[config.mk]
export PLATFORM = sky130hd
export DESIGN_NAME = shift_tx_seq
export DESIGN_NICKNAME = d
export VERILOG_FILES = /design/src/rtl/shift_tx_seq.sv
export SDC_FILE = /design/constraint.sdc
export NUM_CORES = 1
export LEC_CHECK = 0
export CORE_MARGIN = 8
export CORE_UTILIZATION = 40
export DETAILED_ROUTE_END_ITERATION = 16
export GPL_ROUTABILITY_DRIVEN = 0
export PLACE_DENSITY = 0.74
export SYNTH_ARGS = -nofsm -noshare
export SYNTH_HDL_FRONTEND = slang
export SYNTH_SLANG_ARGS = --single-unit
[constraint.sdc]
create_clock -name clk -period 3 [get_ports clk]
set_input_delay 0.6 -clock clk [delete_from_list [all_inputs] [get_ports clk]]
set_output_delay 0.6 -clock clk [all_outputs]
set_load 0.02 [all_outputs]
[src/rtl/shift_tx_seq.sv]
// shift_tx_seq: upstream sequencer for a universal shift register.
// Accepts parallel words over a valid/ready handshake. For each word it issues
// one parallel load followed by WIDTH shifts, so the register's s_out presents
// the word serially, MSB-first (mode 01) or LSB-first (mode 10). A one-entry
// buffer holds the next word while the current one shifts, so back-to-back
// words stream with a period of WIDTH+1 cycles (plus GAP_CYCLES hold cycles).
//
// Ports
//   clk, rst   rising-edge clock; synchronous active-high reset
//   in_data    word to serialize          in_lsb   1 = LSB-first, 0 = MSB-first
//   in_valid   in_data/in_lsb valid       in_ready buffer empty (not in reset)
//   fill_bit   value shifted into the vacated end during shifts
//   sr_mode    00 hold, 01 shift-left, 10 shift-right, 11 load
//   sr_p_in    parallel value for the register (held outside LOAD)
//   sr_s_in    serial input for the register (fill_bit in SHIFT, else 0)
//   busy       high in LOAD, SHIFT and GAP
//   bit_cnt    shifts completed for the current word
//   word_done  one-cycle pulse once the word's final bit is on s_out
module shift_tx_seq #(
  parameter int WIDTH      = 8,
  parameter int GAP_CYCLES = 0,
  localparam int CNT_W     = $clog2(WIDTH + 1)
) (
  input  logic             clk,
  input  logic             rst,
  input  logic [WIDTH-1:0] in_data,
  input  logic             in_lsb,
  input  logic             in_valid,
  output logic             in_ready,
  input  logic             fill_bit,
  output logic [1:0]       sr_mode,
  output logic [WIDTH-1:0] sr_p_in,
  output logic             sr_s_in,
  output logic             busy,
  output logic [CNT_W-1:0] bit_cnt,
  output logic             word_done
);

  typedef enum logic [1:0] {
    S_IDLE  = 2'd0,
    S_LOAD  = 2'd1,
    S_SHIFT = 2'd2,
    S_GAP   = 2'd3
  } state_t;

  localparam logic [CNT_W-1:0] CNT_LAST = CNT_W'(WIDTH - 1);
  localparam logic [7:0]       GAP_LAST = 8'((GAP_CYCLES > 0) ? GAP_CYCLES - 1 : 0);

  state_t             state_q;
  state_t             state_d;
  logic [1:0]         mode_d;
  logic               buf_full;
  logic [WIDTH-1:0]   buf_data;
  logic               buf_lsb;
  logic               cur_lsb;
  logic [7:0]         gap_cnt;
  logic               shift_last;
  logic               gap_last;
  logic               shift_lsb;
  logic               accept;

  assign in_ready   = ~buf_full & ~rst;
  assign accept     = in_valid & in_ready;
  assign shift_last = (state_q == S_SHIFT) && (bit_cnt == CNT_LAST);
  assign gap_last   = (state_q == S_GAP) && (gap_cnt == GAP_LAST);
  // On the LOAD->SHIFT edge cur_lsb is not yet updated, so take the
  // direction straight from the buffer.
  assign shift_lsb  = (state_q == S_LOAD) ? buf_lsb : cur_lsb;

  // Next-state and next-output decode; outputs are registered from state_d
  // so the pins always reflect the state they belong to.
  always_comb begin
    state_d = state_q;
    mode_d  = 2'b00;
    case (state_q)
      S_IDLE:  if (buf_full) state_d = S_LOAD;
      S_LOAD:  state_d = S_SHIFT;
      S_SHIFT: begin
        if (shift_last) begin
          if (GAP_CYCLES > 0)  state_d = S_GAP;
          else if (buf_full)   state_d = S_LOAD;
          else                 state_d = S_IDLE;
        end
      end
      S_GAP:   if (gap_last) state_d = buf_full ? S_LOAD : S_IDLE;
      default: state_d = S_IDLE;
    endcase
    case (state_d)
      S_LOAD:  mode_d = 2'b11;
      S_SHIFT: mode_d = shift_lsb ? 2'b10 : 2'b01;
      default: mode_d = 2'b00;
    endcase
  end

  // Control and pin registers
  always_ff @(posedge clk) begin
    if (rst) begin
      state_q   <= S_IDLE;
      buf_full  <= 1'b0;
      sr_mode   <= 2'b00;
      sr_p_in   <= '0;
      sr_s_in   <= 1'b0;
      busy      <= 1'b0;
      bit_cnt   <= '0;
      word_done <= 1'b0;
      gap_cnt   <= '0;
    end else begin
      state_q   <= state_d;
      sr_mode   <= mode_d;
      sr_s_in   <= (state_d == S_SHIFT) ? fill_bit : 1'b0;
      busy      <= (state_d != S_IDLE);
      word_done <= shift_last;
      if (accept)                  buf_full <= 1'b1;
      else if (state_q == S_LOAD)  buf_full <= 1'b0;
      if (state_d == S_LOAD)       sr_p_in  <= buf_data;
      // bit_cnt clears as LOAD ends so it still reads WIDTH during a
      // streaming LOAD that coincides with word_done.
      if (state_q == S_LOAD)       bit_cnt  <= '0;
      else if (state_q == S_SHIFT) bit_cnt  <= bit_cnt + CNT_W'(1);
      if (state_q == S_GAP)        gap_cnt  <= gap_cnt + 8'd1;
      else                         gap_cnt  <= '0;
    end
  end

  // Buffered word and per-word direction
  always_ff @(posedge clk) begin
    if (accept) begin
      buf_data <= in_data;
      buf_lsb  <= in_lsb;
    end
    if (state_q == S_LOAD) cur_lsb <= buf_lsb;
  end

endmodule

* Word-level counts from Yosys, hierarchy flattened *
Cells that the tools add are included.

cells by class
  $add $sub $neg = 2
  equality and inequality tests = 6
  muxes and demuxes = 10
  bitwise operators = 6
  reduce and logical (&&, ||, !) cells = 9

operators with widths
  operator                                                          count
  8-bit by 1-bit adder with 8-bit output (second input constant)    1
  8-bit logical NOT                                                 1
  2-bit 2-to-1 mux                                                  4
  2-bit one-hot mux with 4 select lines                             1
  2-bit == test (second input constant)                             3
  2-bit OR reduction                                                3
  4-bit by 1-bit adder with 4-bit output (second input constant)    1
  2-bit by 1-bit == test with 1-bit output (second input constant)  2
  4-bit by 3-bit == test with 1-bit output (second input constant)  1
  1-bit 2-to-1 mux                                                  4
  1-bit NOT                                                         4
  2-bit one-hot mux with 2 select lines                             1
  2-bit nonzero test                                                2
  1-bit bitwise AND                                                 2
  1-bit logical AND                                                 2
  2-bit logical NOT                                                 1

storage, ports and cells
  register bits after elaboration = 38
  output and inout bits = 18
  word-level logic and storage cells = 45

* Logic depth before layout (Yosys ltp) *
  word-level depth = 7
  depth in mapped cells = 9

* Worst setup path after synthesis *
Ideal clock, no wire load.

  path kind = register to register
  start point = reg gap_cnt[0]
  end point = reg sr_p_in[0]
  setup time = 0.128 ns
  arrival time = 2.224 ns
  required time = 2.872 ns
  path slack = 0.649 ns
  cell stages (with the launch flop) = 10
  path buffers = 1
  path through = dfxtp_1 inv_1 ha_1 or4b_1 nor4_1 a21o_1 ha_1 clkbuf_1 mux2i_1 nor2_1

between the ends
  longest elaborated chain between the ends = 5

ends and longest elaborated chain
  item                                      line  RTL
  start: declaration                        56    logic [7:0] gap_cnt;
  start signal: assignment                  120   if (state_q == S_GAP) gap_cnt <= gap_cnt + 8'd1;
  8-bit logical NOT                         65    assign gap_last = (state_q == S_GAP) && (gap_cnt == GAP_LAST);
  1-bit logical AND                         65
  2-bit 2-to-1 mux                          85    S_GAP: if (gap_last) state_d = buf_full ? S_LOAD : S_IDLE;
  2-bit one-hot mux with 4 select lines     75    case (state_q)
  2-bit by 1-bit == test with 1-bit output  115   if (state_d == S_LOAD) sr_p_in <= buf_data;
  end signal: assignment                    115
  end: declaration                          32    output logic [WIDTH-1:0] sr_p_in,

Every way passes these cells.
A chain may end at the register's enable or synchronous reset.

* Worst setup path in the final report *
  start point = reg gap_cnt[0]
  end point = reg sr_p_in[1]

Same word-level chain as after synthesis.

==> flow_summary.toml <==
[outcome]
status = "completed"

[final_layout]
layout-drive-gt1-share_pct = 5.11
fillerInstances = 349
area_growth_pct = 28.4
diodes = 0
utilization_pct = 53.0
nets = 194

[floorplan]
core_um2 = 3630
fp-row-count = 22
die_h_um = 77.2
ios = 31
die_x_um = 77.2
initial_core_util_pct = 41.3
die_area_um2 = 5960

[clock_tree]
clock_latency_ns = 0.29
clk_pin_slew_worst_paths_ns = 0.07
cts_max_level = 2
clock-root-buffer = "clkbuf_8"
clockBufferDepth = 2
cts_made_buffers = 5
cts_setup_buffers = 0
cts_tree = "done"
ctsHoldBuffers = 0
cts_resized = 0
clock-sinks = 38

[placed_design]
io_buffers = 30
detailed_place_hpwl_um = 2280
place_ws_ns = 0.439

[sta]
slew_viol_final = 0
fin_crit_sh_pct = 84.7
worst_slew_pin_slew_ns = 0.523
worst_slack_ns = 0.459
setup_viol = 0
clock.fmax_mhz = 394
period_needed_ns = 2.54
hold_viol = 0
rsz0062_at_grt = "no"
maxSlewHeadroom_pct = 65.2
clock_skew_ns = 0.00924
finalSetupTns_ns = 0

[power_and_ir_drop]
leakage_nw = 0.683
worst_ir_drop_vdd_v = 0.000282
p_per_area_nw_per_um2 = 503

[drt]
drtIter0Drc = 70
drcViolationCount = 0
drt_wl_total_um = 3070
antenna_left = 0
vias = 1127
firstDrtPassIters = 4
wl_per_cell_um = 13.7
detail_route.vias_per_cell = 5.03

[synthesis]
seq_area_frac_synth_pct = 56.8
yosys.area.top_type = "dfxtp_1"
synth_area_um2 = 1500
synth-warning-count = 0
synth-edff-count = 9
netlist.area_leader.share_pct = 38.7
ys_ff_latch = 38
synthTopCellsByArea = "dfxtp_1 (39%), edfxtp_1 (18%), mux2i_1 (6.0%)"
syn_avg_cell_area_um2 = 10.5
syn_inst = 143
synth_most_common_cell = "dfxtp_1"
synth-async-reset-ratio_pct = 0
synthDistinctLibCells = 34
synth_top_cells_by_count = "dfxtp_1 (29), nor2_1 (18), edfxtp_1 (9), mux2i_1 (9)"
synth_flop_cell = "dfxtp_1"
synth_nets = 162

[min_path]
min_path_type = "flop to flop"
min_path_cells = 2

[job]
cap_viol_max_count = 0

[grt]
use_met2_pct = 17.9
grt_max_degree = 19
grt_usage_pct = 10.7
grt-ovfl-total = 0
gr-usage-met1_pct = 11.1
grt_pass1_vias = 1138
grtUsageMet3_pct = 4.78
antenna_found_initial = 0
grt_pass1_wl_um = 5100
grt.busiest_layer = "met2"

[setup_path]
setup.worst_path.class = "flop to flop"
reg2reg_depth = 8
required_ns = 3.18
start_kind = "flop"
crit_path_end_kind = "flop"
worst-path-max-fanout = 9
critPathArrivalTime_ns = 2.72
-- layout by cell type, fill, tap and decap left out, types with 2 or more instances in the layout --
| master | count |
|---|---|
| clkdlybuf4s50_1 | 30 |
| dfxtp_1 | 29 |
| nor2_1 | 18 |
| mux2i_1 | 9 |
| edfxtp_1 | 9 |
| a21oi_1 | 8 |
| nand3_1 | 8 |
| o21ai_0 | 7 |
| ha_1 | 6 |
| inv_1 | 5 |
| nand2_1 | 5 |
| clkbuf_8 | 5 |
| nand2b_1 | 4 |
| or3_1 | 4 |
| a211oi_1 | 3 |
| nor2b_1 | 2 |
| xor2_1 | 2 |
| and3_1 | 2 |
| a31oi_1 | 2 |
-- flip-flops by register name, indices dropped and copies added (netlist names) --
name,flops
sr_p_in,8
buf_lsb,1
buf_full,1
gap_cnt,8
cur_lsb,1
sr_s_in,1
bit_cnt,4
word_done,1
buf_data,8
state_q,2
busy,1
sr_mode,2
-- final timing paths --
kind | start | to | slack, ns
min | cur_lsb | cur_lsb | 0.47
max reg2reg | gap_cnt[0] | sr_p_in[1] | 0.46
min reg2reg | cur_lsb | cur_lsb | 0.47
max | gap_cnt[0] | sr_p_in[1] | 0.46
-- layer usage --
| metal | part of all wire [%] | vias up |
|---|---|---|
| met5 | 0 | - |
| met4 | 2.3 | 0 |
| met3 | 6.2 | 5 |
| met2 | 49 | 24 |
| met1 | 42 | 536 |
| li1 | - | 562 |
-- area by class of cell --
class / count / area [µm²] / share of cell area [%]
multi-input combinational: 94 / 606 / 31.5
clock buffer: 6 / 72.6 / 3.77
inverter: 5 / 18.8 / 0.975
sequential: 38 / 851 / 44.2
timing repair buffer: 31 / 308 / 16.0
clock inverter: 2 / 8.76 / 0.455
tap: 48 / 60.1 / 3.12
-- worst max-delay path, cell delays in order (launching register included) --
cell     delay, ns
dfxtp_1       0.36
inv_1         0.07
ha_1          0.14
or4b_1        0.46
nor4_1        0.40
a21o_1        0.21
ha_1          0.49
mux2i_1       0.25
nor2_1        0.05
-- through the flow --
| step | power [W] | cells | hold slack, ns | instance area (µm²) |
|---|---|---|---|---|
| final | 0.000968 | 224 | 0.469 | 1920 |
| after global routing | 0.00101 | 224 | 0.505 | 1920 |
| after CTS | 0.000978 | 224 | 0.472 | 1920 |
| after detailed placement | 0.000654 | 216 | 0.456 | 1840 |
| after global placement | 0.000650 | 216 | 0.449 | 1840 |
| after floorplan | 0.000611 | 143 | 0.433 | 1500 |
-- where the power goes --
part / switching (W) / internal (W) / total [W]
clock: 0.000167 / 0.000159 / 0.000326
combinational: 0.0000429 / 0.0000453 / 0.0000882
sequential: 0.0000105 / 0.000543 / 0.000554
total: 0.000220 / 0.000748 / 0.000968
-- logic make-up (layout without fill, tap and decap cells) --
group / count (synthesis) / after routing / synth area share [%]
AO/OA/AOI/OAI: 23 / 23 / 9.02
XOR/XNOR: 3 / 3 / 1.75
adder cells (fa/ha/maj): 6 / 6 / 5.01
buffers and inverters: 11 / 44 / 2.84
flip-flops: 38 / 38 / 56.8
multiplexers: 9 / 9 / 6.01
AND/OR/NAND/NOR: 53 / 53 / 18.6
No activity file was read; power rests on OpenSTA's default activity.
